==> src/rtl/pattern_scan_pkg.sv <==
// Shared types and helpers for the serial pattern-scan controller.
package pattern_scan_pkg;

    localparam int MAXLEN_DEF = 8;
    localparam int MASK_W     = 32;

    typedef enum logic [1:0] {
        IDLE,
        SCAN,
        DONE
    } state_t;

    // Low-len-bits mask; callers truncate to their pattern width.
    function automatic logic [MASK_W-1:0] len_mask(input int unsigned len);
        logic [MASK_W-1:0] m;
        m = '0;
        for (int unsigned i = 0; i < MASK_W; i++) begin
            m[i] = (i < len);
        end
        return m;
    endfunction

endpackage

==> src/rtl/pattern_match_core.sv <==
// History shift register, fill counter and masked pattern compare.
module pattern_match_core
    import pattern_scan_pkg::*;
#(
    parameter int MAXLEN = MAXLEN_DEF,
    parameter int LENW   = $clog2(MAXLEN + 1)
) (
    input  logic              clk,
    input  logic              R,
    input  logic              shift_en,
    input  logic              clr,
    input  logic              in,
    input  logic [MAXLEN-1:0] pattern,
    input  logic [LENW-1:0]   len,
    input  logic              overlap,
    output logic              hit
);

    logic [MAXLEN-1:0] hist;
    logic [MAXLEN-1:0] hist_nxt;
    logic [MAXLEN-1:0] mask;
    logic [LENW-1:0]   fill;
    logic [LENW-1:0]   fill_inc;

    assign hist_nxt = {hist[MAXLEN-2:0], in};
    assign mask     = MAXLEN'(len_mask(32'(len)));
    assign fill_inc = (fill == LENW'(MAXLEN)) ? fill : fill + 1'b1;

    // Compare against the history including the bit arriving this cycle.
    assign hit = shift_en && (fill_inc >= len)
                 && (((hist_nxt ^ pattern) & mask) == '0);

    always_ff @(posedge clk) begin
        if (R || clr) begin
            hist <= '0;
            fill <= '0;
        end else if (shift_en) begin
            hist <= hist_nxt;
            fill <= (hit && !overlap) ? '0 : fill_inc;
        end
    end

endmodule

==> src/rtl/pattern_scan_ctrl.sv <==
// Configure/start/scan/done controller around the pattern match core.
module pattern_scan_ctrl
    import pattern_scan_pkg::*;
#(
    parameter int MAXLEN = MAXLEN_DEF,
    parameter int LENW   = $clog2(MAXLEN + 1),
    parameter int CNTW   = 8
) (
    input  logic              clk,
    input  logic              R,
    input  logic              cfg_valid,
    output logic              cfg_ready,
    input  logic [MAXLEN-1:0] cfg_pattern,
    input  logic [LENW-1:0]   cfg_len,
    input  logic              cfg_overlap,
    input  logic [CNTW-1:0]   cfg_window,
    input  logic              start,
    input  logic              in,
    input  logic              in_valid,
    output logic              out,
    output logic              busy,
    output logic              done,
    output logic              cfg_err,
    output logic [CNTW-1:0]   match_count
);

    state_t            state;
    logic [MAXLEN-1:0] pat_q;
    logic [LENW-1:0]   len_q;
    logic              ovl_q;
    logic [CNTW-1:0]   win_q;
    logic [CNTW-1:0]   remaining;

    logic [LENW-1:0]   eff_len;
    logic [CNTW-1:0]   eff_win;
    logic              len_ok;
    logic              shift_en;
    logic              clr;
    logic              hit;

    // A config offered alongside start is taken first.
    assign eff_len   = cfg_valid ? cfg_len : len_q;
    assign eff_win   = cfg_valid ? cfg_window : win_q;
    assign len_ok    = (eff_len != '0) && (eff_len <= LENW'(MAXLEN));
    assign shift_en  = (state == SCAN) && in_valid && (remaining != '0);
    assign clr       = (state != SCAN);
    assign cfg_ready = (state == IDLE) && !R;

    pattern_match_core #(
        .MAXLEN (MAXLEN),
        .LENW   (LENW)
    ) u_core (
        .clk      (clk),
        .R        (R),
        .shift_en (shift_en),
        .clr      (clr),
        .in       (in),
        .pattern  (pat_q),
        .len      (len_q),
        .overlap  (ovl_q),
        .hit      (hit)
    );

    always_ff @(posedge clk) begin
        if (R) begin
            state       <= IDLE;
            pat_q       <= '0;
            len_q       <= '0;
            ovl_q       <= 1'b0;
            win_q       <= '0;
            remaining   <= '0;
            out         <= 1'b0;
            busy        <= 1'b0;
            done        <= 1'b0;
            cfg_err     <= 1'b0;
            match_count <= '0;
        end else begin
            out  <= 1'b0;
            done <= 1'b0;
            unique case (state)
                IDLE: begin
                    if (cfg_valid) begin
                        pat_q   <= cfg_pattern;
                        len_q   <= cfg_len;
                        ovl_q   <= cfg_overlap;
                        win_q   <= cfg_window;
                        cfg_err <= 1'b0;
                    end
                    if (start) begin
                        if (len_ok) begin
                            match_count <= '0;
                            remaining   <= eff_win;
                            busy        <= 1'b1;
                            state       <= SCAN;
                        end else begin
                            cfg_err <= 1'b1;
                        end
                    end
                end
                SCAN: begin
                    if (remaining == '0) begin
                        busy  <= 1'b0;
                        done  <= 1'b1;
                        state <= DONE;
                    end else if (in_valid) begin
                        remaining <= remaining - 1'b1;
                        if (hit) begin
                            out <= 1'b1;
                            if (!(&match_count))
                                match_count <= match_count + 1'b1;
                        end
                        if (remaining == CNTW'(1)) begin
                            busy  <= 1'b0;
                            done  <= 1'b1;
                            state <= DONE;
                        end
                    end
                end
                DONE: state <= IDLE;
                default: state <= IDLE;
            endcase
        end
    end

endmodule

==> config.mk <==
export PLATFORM = sky130hd
export DESIGN_NAME = pattern_scan_ctrl
export DESIGN_NICKNAME = d
export VERILOG_FILES = /design/src/rtl/pattern_scan_pkg.sv /design/src/rtl/pattern_match_core.sv /design/src/rtl/pattern_scan_ctrl.sv
export SDC_FILE = /design/constraint.sdc
export NUM_CORES = 1
export LEC_CHECK = 0
export CORE_MARGIN = 2
export CORE_UTILIZATION = 49
export DETAILED_ROUTE_END_ITERATION = 8
export GPL_ROUTABILITY_DRIVEN = 0
export PLACE_DENSITY = 0.87
export SLEW_MARGIN = 20
export SYNTH_ARGS = -nofsm -noshare
export SYNTH_HDL_FRONTEND = slang
export SYNTH_SLANG_ARGS = --single-unit
==> constraint.sdc <==
create_clock -name clk -period 2.7 [get_ports clk]
set_clock_uncertainty 0.15 [all_clocks]
set_input_delay 0.675 -clock clk [delete_from_list [all_inputs] [get_ports clk]]
set_output_delay 0.675 -clock clk [all_outputs]
set_load 0.01 [all_outputs]
## Word level (Yosys, flattened, before mapping)

Cells that the tools add are included.

| storage, ports and cells | value |
|---|---|
| output and inout bits | 13 |
| flip-flop bits (word level) | 54 |
| logic and storage cells | 101 |

| operators by class | value |
|---|---|
| reduce and logical (&&, ||, !) cells | 24 |
| bitwise gates (word level) | 4 |
| equal/unequal tests | 12 |
| add/sub/neg operators | 3 |
| multiplexer cells | 35 |
| order comparisons | 10 |

Operators by type and width:

| cell | number |
|---|---|
| $mux W8 | 11 |
| $pmux W8 S2 | 2 |
| $logic_not A8 Y1 | 2 |
| $lt A3 B4 Y1 const A | 4 |
| $mux W1 | 12 |
| $mux W4 | 3 |
| $mux W2 | 5 |
| $ne A2 B2 Y1 const B | 5 |
| $reduce_and A5 Y1 | 2 |
| $add A8 B1 Y8 const B | 1 |
| $and A8 B8 Y8 | 1 |
| $eq A8 B1 Y1 const B | 1 |
| $lt A1 B4 Y1 const A | 2 |
| $lt A2 B4 Y1 const A | 2 |
| $reduce_and A8 Y1 | 1 |
| $reduce_bool A8 Y1 | 1 |
| $sub A8 B1 Y8 const B | 1 |
| $xor A8 B8 Y8 | 1 |
| $logic_and A1 B1 Y1 | 7 |
| $reduce_and A7 Y1 | 1 |
| $add A4 B1 Y4 const B | 1 |
| $eq A4 B4 Y1 const B | 1 |
| $ge A4 B4 Y1 | 1 |
| $le A4 B4 Y1 const B | 1 |
| other kinds (16) | 19 |

## Longest topological paths before layout

| depth | value |
|---|---|
| depth after elaboration | 9 |
| gate-level depth with buffers | 13 |
| depth with buffers taken out | 12 |

## Cells and area by module

A second synthesis with hierarchy kept.

| second synthesis, totals | value |
|---|---|
| cell total of the unflattened synthesis | 359 |
| area, all modules | 2967.8 sq um |

Modules (own cells, without submodules):

| module | instances | area an instance (sq um) | cells each |
|---|---|---|---|
| pattern_scan_ctrl | 1 | 2165.8 | 267 |
| pattern_match_core | 1 | 802.0 | 92 |

## Worst setup path before layout

OpenSTA, ideal clock, no wires.

| path | value |
|---|---|
| path kind | register to register |
| from | reg u_core.fill[0] |
| to | reg match_count[7] |
| slack | 0.139 ns |
| clock period less this slack | 2.561 ns |
| buffers on the path | 0 |
| stages on the path, launching flop included | 13 |
| data arrival time | 2.295 ns |
| required time | 2.435 ns |
| cell sequence | dfxtp_1 > inv_1 > ha_1 > nand2_1 > nor2_1 > xnor2_1 > ha_1 > nand2b_1 > a2111oi_0 > a211oi_1 > nand4_2 > or4_1 > and3_1 |

| on the way | value |
|---|---|
| longest elaborated chain between the ends | 7 |
| elaborated cells on any way between the ends | 8 |

RTL lines:

| what | RTL line | text |
|---|---|---|
| start, declared | pattern_match_core.sv:22 | `logic [LENW-1:0] fill;` |
| start signal, assigned | pattern_match_core.sv:39 | `fill <= (hit && !overlap) ? '0 : fill_inc;` |
| $add A4 B1 Y4 / $eq A4 B4 Y1 (equally long branches) | pattern_match_core.sv:27 | `assign fill_inc = (fill == LENW'(MAXLEN)) ? fill : fill + 1'b1;` |
| $mux W4 (*) | pattern_match_core.sv:27 |  |
| $ge A4 B4 Y1 (*) | pattern_match_core.sv:30 | `assign hit = shift_en && (fill_inc >= len)` |
| $logic_and A1 B1 Y1 (*) | pattern_match_core.sv:30 |  |
| $logic_and A1 B1 Y1 (*) | pattern_match_core.sv:31 | `&& (((hist_nxt ^ pattern) & mask) == '0);` |
| $ne A2 B1 Y1 (no source line) (*) | - |  |
| $reduce_and A7 Y1 (no source line) (*) | - |  |
| end signal, assigned | pattern_scan_ctrl.sv:110 | `match_count <= match_count + 1'b1;` |
| end, declared | pattern_scan_ctrl.sv:24 | `output logic [CNTW-1:0] match_count` |

Mark *: on every way between the ends. The rest lies on a longest branch, timed or not.
A chain may end at the register's enable or synchronous reset.

## Worst setup path in the final report

Same ends and word-level chain as after synthesis.

==> summary.md <==
| Metric | Value |
|---|---|
| Slew margin rel. | `39.0%` |
| First-iteration detailed-routing DRC count | `239` |
| Hold Crit Class | `flop to flop` |
| Reg2reg path depth | `12` |
| Root Driver | `clkbuf_8` |
| Hold_ws | `between 300 and 400 ps` |
| Min Tclk post-route | `2810 ps` |
| Reg-to-Reg End | `match_count[7]` |
| Largest net degree at the start of global routing | `40` |
| CP startpoint kind | `flop` |
| Worst-path maximum fanout | `7` |
| Vias per cell | `5.81` |
| Die width | `79.2 um` |
| Leak pwr | `1.30 nW` |
| Row count | `27` |
| CP Data Required Time | `around 2800 ps` |
| Seq/Total Area, Yosys | `39.0%` |
| Async S/R FF share, synth | `0%` |
| WHS Path Cells | `2` |
| GRT overflow | `0` |
| Syn Std Cell Area | `0.00277 sq mm` |
| Clock slew at reported path FFs | `around 90 ps` |
| Drt wl/cell | `~15 um` |
| Fmax | `approximately 360 MHz` |
| Status | `finished, violations left` |
| Failing checks | `setup timing` |
| Post-Synthesis Cells | `between 300 and 400` |
| Critical path arrival | `2880 ps` |
| Syn Nets | `around 390` |
| Post-synth top area share | `39.0%` |
| Longest Clk Path Bufs | `2` |
| Hold Path End | `win_q[0]` |
| TritonCTS clock tree | `yes` |
| PwrDens | `roughly 520 mW/mm^2` |
| Post-DP HPWL | `4670 um` |
| # setup viols final | `5` |
| Die H | `roughly 79 um` |
| RSZ-0062 raised after global routing | `true` |
| PortBufs | `39` |
| Area contributors post-synth | `dfxtp_1 (39%), nand2_1 (11%), a21oi_1 (8.5%)` |
| Layout net count | `439` |
| Final hold vios | `0` |
| Pre-CTS setup slack | `-207 ps` |
| Leading area contributor after synthesis | `dfxtp_1` |
| Share of layout cells above drive strength 1 | `13.7%` |
| Worst-margin pin slew | `907 ps` |
| Max_cap viols | `0` |
| Later-pin clock latency in the skew report | `between 300 and 400 ps` |
| Total power draw | `0.00184 W` |
| Post-synth EDFFs | `0` |
| Final Cycle Share | `104%` |
| ANT nets after route | `0` |
| Number of global-route vias before repair | `2,551` |
| Max VDD drop | `0.288 mV` |
| Endpoint class of the critical path | `flop` |
| H-tree levels | `2` |
| Dpl cell area | `0.00331 sq mm` |
| Clk sinks | `54` |
| Total GRT Usage | `22.4%` |
| Core ar. | `0.00547 sq mm` |
| Hold_sp | `win_q[0]` |
| Drt first pass iters | `6` |
| ANT cells | `0` |
| First-pass GRT wire length | `approximately 11,000 um` |
| Area grow syn2layout | `29.0%` |
| Final wirelength | `between 7000 and 8000 um` |
| Commonest non-fill, non-tap cell in the layout | `nand2_1` |
| Via count | `2,756` |
| Commonest non-fill, non-tap cells in the layout | `nand2_1 (77), dfxtp_1 (52), a21oi_1 (47)` |
| Die area | `0.00627 sq mm` |
| Clock buffers created by TritonCTS | `5` |
| R2R Path Start | `u_core.fill[0]` |
| Max-slew violations | `0` |
| Number of synthesized register bits | `54` |
| Ys Warns | `0` |
| Initial antenna violation count | `0` |
| Cell variety after synth | `48` |
| Critical path class | `flop to flop` |
| I/O Pins | `40` |
| DRC viols | `0` |
| R2R setup slack | `-110 ps` |
| Initial core utilization | `50.6%` |
| Final worst-path setup slack | `-114 ps` |
| Post-route cell area | `0.00357 sq mm` |
| Syn avg cell area | `7.96 sq um` |
| Primary FF master, synth | `dfxtp_1` |
## Yosys cell counts (3+ instances only)
cell / number
or4_1: 5
o21ai_0: 11
nor3_1: 9
nor2b_1: 3
xnor2_1: 6
xor2_1: 6
nand3_1: 9
o22ai_1: 3
a211o_1: 5
a21oi_1: 47
clkbuf_1: 11
dfxtp_1: 54
ha_1: 10
mux2i_1: 11
nand2b_1: 4
nor2_1: 16
nand2_1: 78
o21ai_1: 4
a31oi_1: 3
inv_1: 14
a211oi_1: 4
## layer usage
metal / up-vias / GRT usage (%) / wire, um / part of all wire, %
met5: - / 0 / 0 / 0
met4: 0 / 10.2 / 177 / 2.4
met3: 17 / 4.20 / 423 / 5.8
met2: 110 / 37.8 / 3590 / 49
met1: 1315 / 27.8 / 3090 / 42
li1: 1314 / - / - / -
## cell families after synthesis
group | share of synthesized area, %
AND/OR/NAND/NOR | 24.0
AO/OA/AOI/OAI | 19.8
flip-flops | 39.0
buffers and inverters | 4.52
XOR/XNOR | 3.79
multiplexers | 4.38
adder cells (fa/ha/maj) | 4.52
## worst max-delay path, stage by stage, from the launching register on
cell and delay (ps):
dfxtp_2 350, inv_2 80, ha_4 150, nand2_4 60
nor2_2 170, xnor2_2 90, ha_1 290, nand2b_4 130
a2111oi_4 70, a211oi_2 220, nand4_2 250, or4_1 500
and3_1 190
## registers in the layout, summed over array words and instances (netlist names), 2 cells and up
signal and cells:
remaining 8, match_count 8, len_q 4, state 2, win_q 8, pat_q 8
u_core.hist 7, u_core.fill 4
## per-stage QoR
| step | instances | utilization [%] | setup TNS, ps |
|---|---|---|---|
| finish | 474 | 65.3 | -253 |
| global route | 474 | 65.3 | -956 |
| CTS | 472 | 63.1 | -30.8 |
| detailed placement | 462 | 60.5 | -845 |
| global placement | 462 | 60.5 | -141 |
| floorplan | 348 | - | 0 |
## power by group
| part | internal (W) | total (W) | switching (W) |
|---|---|---|---|
| combinational | 0.000233 | 0.000518 | 0.000285 |
| sequential | 0.000846 | 0.000890 | 0.0000442 |
| clock | 0.000179 | 0.000436 | 0.000256 |
| total | 0.00126 | 0.00184 | 0.000585 |
## area by class of cell
type,count,area (sq um)
clock buffers,7,76.3
fillers,459,1900
inverters,14,52.6
multi-input cells,265,1700
flip-flops and latches,54,1080
well taps,72,90.1
repair buffers,62,573
## worst max-delay path by stage
stage / startpoint / endpoint / slack [ps] / cells after the start
6_report: u_core.fill[0] / match_count[7] / -110 / 12
3_3_place_gp: u_core.fill[0] / match_count[6] / -70 / 13
4_1_cts: u_core.fill[1] / match_count[7] / -30 / 12
2_1_floorplan: u_core.fill[0] / match_count[7] / 140 / 12
5_1_grt: u_core.fill[0] / match_count[7] / -210 / 12
3_5_place_dp: u_core.fill[0] / match_count[7] / -210 / 12
## what timing repair did
item | in CTS | in global routing
setup buffers | 3 | 2
hold buffers | 0 | 0
resized for setup | 17 | 16
endpoints found under the setup margin | 9 | 12
pin swaps | 9 | 13
(Power assumes the default switching activity.)
